$ cat src/rtl/tdc_decoder.sv
// TDC thermometer decoder: bubble filter, edge search, DCO phase and period estimate.
// Three register stages: capture, filter, edge/arithmetic with registered results.
module tdc_decoder #(
  parameter int N           = 64,
  parameter int PW          = 7,
  parameter int INIT_PERIOD = 36,
  parameter int FB          = 6
) (
  input  logic             clk,
  input  logic             rst,
  input  logic             en,
  input  logic [N-1:0]     samples,
  input  logic [2:0]       avg_log2,
  output logic [PW-1:0]    phase_out,
  output logic [PW+FB-1:0] period_avg,
  output logic             valid,
  output logic             edge_err,
  output logic [7:0]       err_cnt
);
  localparam int AW  = $clog2(N);
  localparam int PAW = PW + FB;
  localparam logic [PAW-1:0] PERIOD_RST = PAW'(INIT_PERIOD) << FB;
  localparam logic [AW:0]    MEAS_MAX   = (AW+1)'(2**PW - 2);

  logic [N-1:0]   samp_q, samp_d, filt_q, filt_d;
  logic           en1_q, en1_d, en2_q, en2_d;
  logic [PW-1:0]  phase_q, phase_d;
  logic [PAW-1:0] period_q, period_d;
  logic           valid_q, valid_d, err_q, err_d;
  logic [7:0]     cnt_q, cnt_d;

  logic [N+1:0]          ext;
  logic                  rise_found, fall_found;
  logic [AW-1:0]         rise_pos, fall_pos, half;
  logic [AW:0]           meas;
  logic signed [PAW:0]   delta, delta_sh;
  logic [PAW:0]          rnd_sum;
  logic [PW:0]           fb_phase;

  always_comb begin
    samp_d = samples;
    en1_d  = en;
    // Edge taps replicated so the end bits vote with themselves.
    ext    = {samp_q[N-1], samp_q, samp_q[0]};
    for (int k = 0; k < N; k++)
      filt_d[k] = (ext[k] & ext[k+1]) | (ext[k] & ext[k+2]) | (ext[k+1] & ext[k+2]);
    en2_d  = en1_q;

    // Scan downward so the lowest matching tap is the one that sticks.
    rise_found = 1'b0;
    rise_pos   = '0;
    fall_found = 1'b0;
    fall_pos   = '0;
    for (int k = N-1; k >= 1; k--) begin
      if (!filt_q[k-1] && filt_q[k]) begin
        rise_found = 1'b1;
        rise_pos   = AW'(k);
      end
      if (filt_q[k-1] && !filt_q[k]) begin
        fall_found = 1'b1;
        fall_pos   = AW'(k);
      end
    end

    half     = (rise_pos > fall_pos) ? rise_pos - fall_pos : fall_pos - rise_pos;
    meas     = {half, 1'b0};
    delta    = $signed({1'b0, PAW'(meas) << FB}) - $signed({1'b0, period_q});
    delta_sh = delta >>> avg_log2;

    // Fallback uses the pre-update period, rounded to whole taps.
    rnd_sum  = {1'b0, period_q} + (PAW+1)'(1 << FB);
    fb_phase = (PW+1)'(fall_pos) + {1'b0, rnd_sum[PAW:FB+1]};

    phase_d  = phase_q;
    period_d = period_q;
    valid_d  = en2_q;
    err_d    = 1'b0;
    cnt_d    = cnt_q;
    if (en2_q) begin
      if (rise_found && fall_found && meas >= (AW+1)'(2) && meas <= MEAS_MAX)
        period_d = period_q + delta_sh[PAW-1:0];
      if (rise_found)
        phase_d = PW'(rise_pos);
      else if (fall_found)
        phase_d = fb_phase[PW] ? '1 : fb_phase[PW-1:0];
      else begin
        err_d = 1'b1;
        if (cnt_q != 8'hFF) cnt_d = cnt_q + 8'd1;
      end
    end
  end

  always_ff @(posedge clk) begin
    if (rst) begin
      samp_q   <= '0;
      en1_q    <= 1'b0;
      filt_q   <= '0;
      en2_q    <= 1'b0;
      phase_q  <= '0;
      period_q <= PERIOD_RST;
      valid_q  <= 1'b0;
      err_q    <= 1'b0;
      cnt_q    <= '0;
    end else begin
      samp_q   <= samp_d;
      en1_q    <= en1_d;
      filt_q   <= filt_d;
      en2_q    <= en2_d;
      phase_q  <= phase_d;
      period_q <= period_d;
      valid_q  <= valid_d;
      err_q    <= err_d;
      cnt_q    <= cnt_d;
    end
  end

  assign phase_out  = phase_q;
  assign period_avg = period_q;
  assign valid      = valid_q;
  assign edge_err   = err_q;
  assign err_cnt    = cnt_q;
endmodule

$ cat config.mk
export PLATFORM = sky130hd
export DESIGN_NAME = tdc_decoder
export DESIGN_NICKNAME = d
export VERILOG_FILES = /design/src/rtl/tdc_decoder.sv
export SDC_FILE = /design/constraint.sdc
export NUM_CORES = 1
export LEC_CHECK = 0
export CAP_MARGIN = 40
export CORE_MARGIN = 5
export CORE_UTILIZATION = 40
export DETAILED_ROUTE_END_ITERATION = 8
export PLACE_DENSITY = 0.61
export SLEW_MARGIN = 40
export SYNTH_ARGS = -nofsm -noshare
export SYNTH_HDL_FRONTEND = slang
export SYNTH_SLANG_ARGS = --single-unit
$ cat constraint.sdc
create_clock -name clk -period 8.85 [get_ports clk]
set_clock_uncertainty 0.2 [all_clocks]
set_input_delay 1.77 -clock clk [delete_from_list [all_inputs] [get_ports clk]]
set_output_delay 1.77 -clock clk [all_outputs]
set_load 0.005 [all_outputs]
* Word-level counts from Yosys, hierarchy flattened
Index checks and enable logic that the tools add are counted.
** Word-level totals
- Bits in registers :: 160
- Bits of input ports :: 70
- Output and inout port bits :: 30
- Logic and storage cells :: 731
** Cells by class
- Add/subtract/negate cells :: 7
- Magnitude comparators :: 3
- Equal/unequal tests :: 1
- Shift operators :: 1
- Muxes and demuxes :: 257
- Bitwise operators :: 255
- Reduce and logical (&&, ||, !) cells :: 198
** Operators by type and width (count)
- $mux 6 :: 127
- $logic_and 1x1->1 :: 129
- $mux 1 :: 127
- $or 1x1->1 :: 127
- $and 1x1->1 :: 125
- $logic_not 1->1 :: 64
- $mux 7 :: 3
- $add 13x7->14 const B :: 1
- $sshr 14x3->13 :: 1
- $sub 13x13->14 :: 1
- $add 13x13->13 :: 1
- $sub 6x6->6 :: 2
- $add 6x7->8 :: 1
- $add 8x1->8 const B :: 1
- $ne 8x8->1 const B :: 1
- $ge 7x2->1 const B :: 1
- $le 7x7->1 const B :: 1
- $gt 6x6->1 :: 1
- $reduce_and 2->1 :: 2
- $reduce_and 4->1 :: 1
- $not 1->1 :: 3
- $reduce_or 3->1 :: 1
- $reduce_bool 2->1 :: 1

* Depth between registers and ports, before layout
- Depth in word-level cells :: 71
- Gate-level depth with buffers :: 35
- Depth with buffers taken out :: 35

* Least setup slack after synthesis
OpenSTA, ideal clock, no wires.
- Path kind :: register to register
- Start point :: register filt_q[57]
- End point :: register period_q[12] (netlist: period_avg[12])
- Setup time :: 123 ps
- Arrival time :: 7029 ps
- Data required time :: 8527 ps
- Slack :: 1497 ps
- Cell stages (with the launch flop) :: 31
- Path buffers :: 0
- Clock period less this slack :: 7353 ps
- Cell sequence :: dfxtp_1 -> or2b_2 -> and4_1 -> a211oi_1 -> o211ai_1 -> a221oi_1 -> o31ai_1 -> a211oi_1 -> o21ai_0 -> fa_1 -> a211oi_1 -> o21ai_1 -> o211ai_1 -> mux2_2 -> mux2_1 -> nor4_1 -> inv_1 -> ha_1 -> xor2_1 -> mux2i_1 -> mux2i_1 -> nand2_1 -> o21ai_0 -> ha_1 -> or3_1 -> o21ai_0 -> o31ai_1 -> o41ai_1 -> xnor2_1 -> a311oi_1 -> mux2_1
** Between the ends
- Longest elaborated chain between the ends :: 66
- Elaborated cells on any way between the ends :: 250
- Classes of those cells :: add/sub (4); order compare (3); shift (1); mux (233); reduce/logical (9)
** Ends and longest elaborated chain
- start: declaration :: RTL line 25 : logic [N-1:0] samp_q, samp_d, filt_q, filt_d;
- start signal: assignment :: RTL line 107 : filt_q <= filt_d;
- branches (longest 66 deep; another with $mux 6)
- end signal: assignment :: RTL line 110 : period_q <= period_d;
- end: declaration :: RTL line 28 : logic [PAW-1:0] period_q, period_d;
Several ways; the timed one is not identified.
A chain may end at the register's enable or synchronous reset.

* Worst setup path after layout
- Start point :: register filt_q[62]
- End point :: register period_q[12] (netlist: period_avg[12])
** Between the ends
- Longest elaborated chain between the ends :: 71
- Elaborated cells on any way between the ends :: 270
- Classes of those cells :: add/sub (4); order compare (3); shift (1); mux (253); reduce/logical (9)
** Ends and longest elaborated chain
- branches (longest 71 deep; another with $mux 6)
Several ways; the timed one is not identified.

==> metrics.md <==
| Metric | Value |
|---|---|
| Status | finished, final reports clean |
| IO buf count | 99 |
| Multiplexer share of the synthesized area | 4.16% |
| Adder-cell area share of the yosys netlist | 5.51% |
| CP Max Fanout | 9 |
| HP Start | en1_q |
| CP peak stage delay | 0.42 ns |
| Fin. max-slew vios | 0 |
| CTS tree | done |
| Largest net degree at the start of global routing | 100 |
| Slew headroom | 46.1% |
| Total number of vias | 9,168 |
| Peak VDD IR | 0.263 mV |
| Post-Place Cells | 1,673 |
| Io pins | 100 |
| Total gr overflow | 0 |
| CTS Buf Count | 17 |
| Drt wl/cell | 14.1 um |
| Final Non-Filler Cells | 1,709 |
| Worst setup path start | filt_q[62] |
| Drt drc | 0 |
| Synth Area in XOR/XNOR | 2.95% |
| Max Freq | 0.121 GHz |
| Worst EP arrival | 8.40 ns |
| MaxCap Viol Count | 0 |
| Iter 0 DRT Violations | 511 |
| PD cells | 298 nW/um^2 |
| Crit Path Class | reg -> reg |
| Clock share of power | 21.9% |
| Power, Total | 0.00359 W |
| Family with the most delay on the worst path | compound AO/OA/AOI/OAI gates |
| Slew at the pin closest to its max-slew limit | 0.788 ns |
| CP max stage cell | dfxtp_2 |
| Hold Crit Class | reg -> reg |
| Global-route wire length before repair | 40.6 mm |
| Clk buf depth | 2 |
| Final setup viols | 0 |
| Post-synthesis compound-gate area fraction | 23.8% |
| Layout cells sized above 1 | 5.80% |
| Syn Area/Cell | 7.89 um^2 |
| Post-Route WL | 24.0 mm |
| Initial antenna violation count | 0 |
| Post-Synthesis Cells | 1,279 |
| DP HPWL | 18.4 mm |
| Worst r2r src | filt_q[62] |
| Pint | 0.00212 W |
| Drt pass-1 iters | 5 |
| Root Driver | clkbuf_16 |
| Clock sink count | 160 |
| Synth async-reset ratio | 0% |
| Comb pwr share | 54.5% |
| Post-synth EDFFs | 0 |
| Primary FF master, synth | dfxtp_1 |
| Core Rows | 58 |
| Die X | 169 um |
| Leakage | 4.69 nW |
| Number of nets still failing antenna checks after routing | 0 |
| Unique cell type count in the Yosys netlist | 85 |
| RePlAce Congestion | 0.892 |
| Largest family of logic cells by synthesized area | simple AND/OR/NAND/NOR gates |
| Hold_ws | 0.261 ns |
| Hold Fails Final Rpt | 0 |
| Core area | 25,000 um^2 |
| Yosys warning count | 0 |
| Register area share after synthesis | 31.8% |
| Post-Syn Area | 10,100 um^2 |
| Setup TNS | 0 ns |
| GR Util All Layers | 16.8% |
| Seq pwr share | 23.6% |
| Worst setup SP type | flop |
| Crit path buffers/inverters | 4 |
| Die height | 169 um |
| Clock slew at reported path FFs | 0.07 ns |
| Die footprint | 28,500 um^2 |
| Vias in the first global route | 8,417 |
| Mapped Nets | 1,391 |
| Simple-Gate Fraction of Synth Area | 28.3% |
| CTS hold repair buffers | 0 |
| Worst EP required | 8.96 ns |
| Final min period | 8.29 ns |
| Unrepaired setup endpoints after global routing | false |
| Sw power | 0.00147 W |
| CP endpoint kind | flop |
| Switching Fraction | 41.0% |
| Syn-to-layout area delta | 19.4% |
| N_diodes | 0 |
| Initial Utilization | 40.3% |
| Fin crit share | 93.7% |
| Nets | 1,478 |
| Vias per cell | 5.36 |
| Htree depth | 4 |
| Worst skew pair latency | 0.42 ns |
| Synth Register Bits | 160 |
[path summary, 6_finish.rpt]
path,end,slack [ns],cells past startpoint
max,period_avg[12],0.56,34
max reg2reg,period_avg[12],0.56,34
min reg2reg,en2_q,0.26,1
min,en2_q,0.26,1
[per-layer routing]
metal | track usage (%) | share of wire (%) | vias up
met2 | 27.7 | 46 | 173
li1 | - | - | 4763
met4 | 3.88 | 0.96 | 0
met3 | 2.55 | 4.4 | 15
met1 | 23.3 | 49 | 4217
met5 | 0 | 0 | -
[metrics by stage]
stage / setup slack [ns] / util, % / cell area (um^2)
2_1_floorplan: 1.50 / - / 10100
3_3_place_gp: 0.623 / 45.3 / 11300
3_5_place_dp: 0.539 / 45.3 / 11300
4_1_cts: 0.446 / 47.8 / 12000
5_1_grt: 0.0164 / 48.1 / 12000
6_report: 0.560 / 48.1 / 12000
[cells in the mapped netlist, types with 6 or more instances]
library cell / n / share of area, %
dfxtp_1: 160 / 32
a311oi_1: 6 / 0.52
o2111ai_1: 6 / 0.52
nand2_1: 137 / 5.1
o211ai_1: 7 / 0.52
o31ai_1: 9 / 0.67
clkbuf_1: 31 / 1.2
o21ai_0: 124 / 6.2
xnor2_1: 18 / 1.6
a31oi_1: 14 / 0.87
o21bai_1: 6 / 0.45
and2_1: 7 / 0.43
xor2_1: 16 / 1.4
or3_1: 7 / 0.43
nor4_1: 19 / 1.2
nor2_1: 73 / 2.7
o21a_1: 7 / 0.52
nand3_1: 14 / 0.69
ha_1: 38 / 4.7
a21o_1: 9 / 0.67
nand4_1: 14 / 0.87
inv_1: 53 / 2.0
mux2i_1: 34 / 3.4
a211oi_1: 18 / 1.3
nand2b_1: 58 / 3.6
nor3_1: 12 / 0.60
a21oi_1: 117 / 5.8
nor2b_1: 133 / 8.2
or2b_1: 6 / 0.45
[logic make-up after synthesis]
logic type | Yosys count
flops | 160
simple gates | 525
compound gates | 386
buf+inv | 91
fa+ha+maj | 42
mux | 41
xor+xnor | 34
[power by group through the flow]
stage                     Combinational (W)  Sequential, W  Clock [W]
after floorplan                     0.00148       0.000831          0
after global placement              0.00186       0.000862          0
after detailed placement            0.00187       0.000863          0
after CTS                           0.00188       0.000846   0.000810
after global routing                0.00221       0.000857   0.000841
final                               0.00195       0.000847   0.000786
[sequential cells by signal, indices dropped and copies added, names as in the netlist, 7 cells and up]
name        flops
filt_q         64
err_cnt         8
period_avg     13
phase_out       7
samp_q         64
[layout make-up]
cell class / count / area (um^2)
Clock inverter: 14 / 193
Timing Repair Buffer: 105 / 1030
Sequential cell: 160 / 3200
Fill cell: 2480 / 13000
Inverter: 54 / 203
Tap cell: 330 / 413
Multi-Input combinational cell: 1028 / 6570
Clock buffer: 18 / 429
[placed cells by master, fill, tap and decap left out, drive strengths merged, types with 14 or more instances in the layout]
cell             n
nand2b          61
nand2          137
nor2            73
inv             63
xor2            16
clkbuf          18
ha              38
a31oi           14
nand3           14
o21ai          125
xnor2           18
a21oi          117
dfxtp          160
mux2i           34
nor4            20
clkdlybuf4s50   97
nand4           14
nor2b          134
a211oi          18
[what timing repair did]
action	4_1_cts	5_1_grt
gates resized for setup	0	7
setup endpoints to repair	0	1
setup buffers	0	4
No activity file was read; power rests on OpenSTA's default activity.
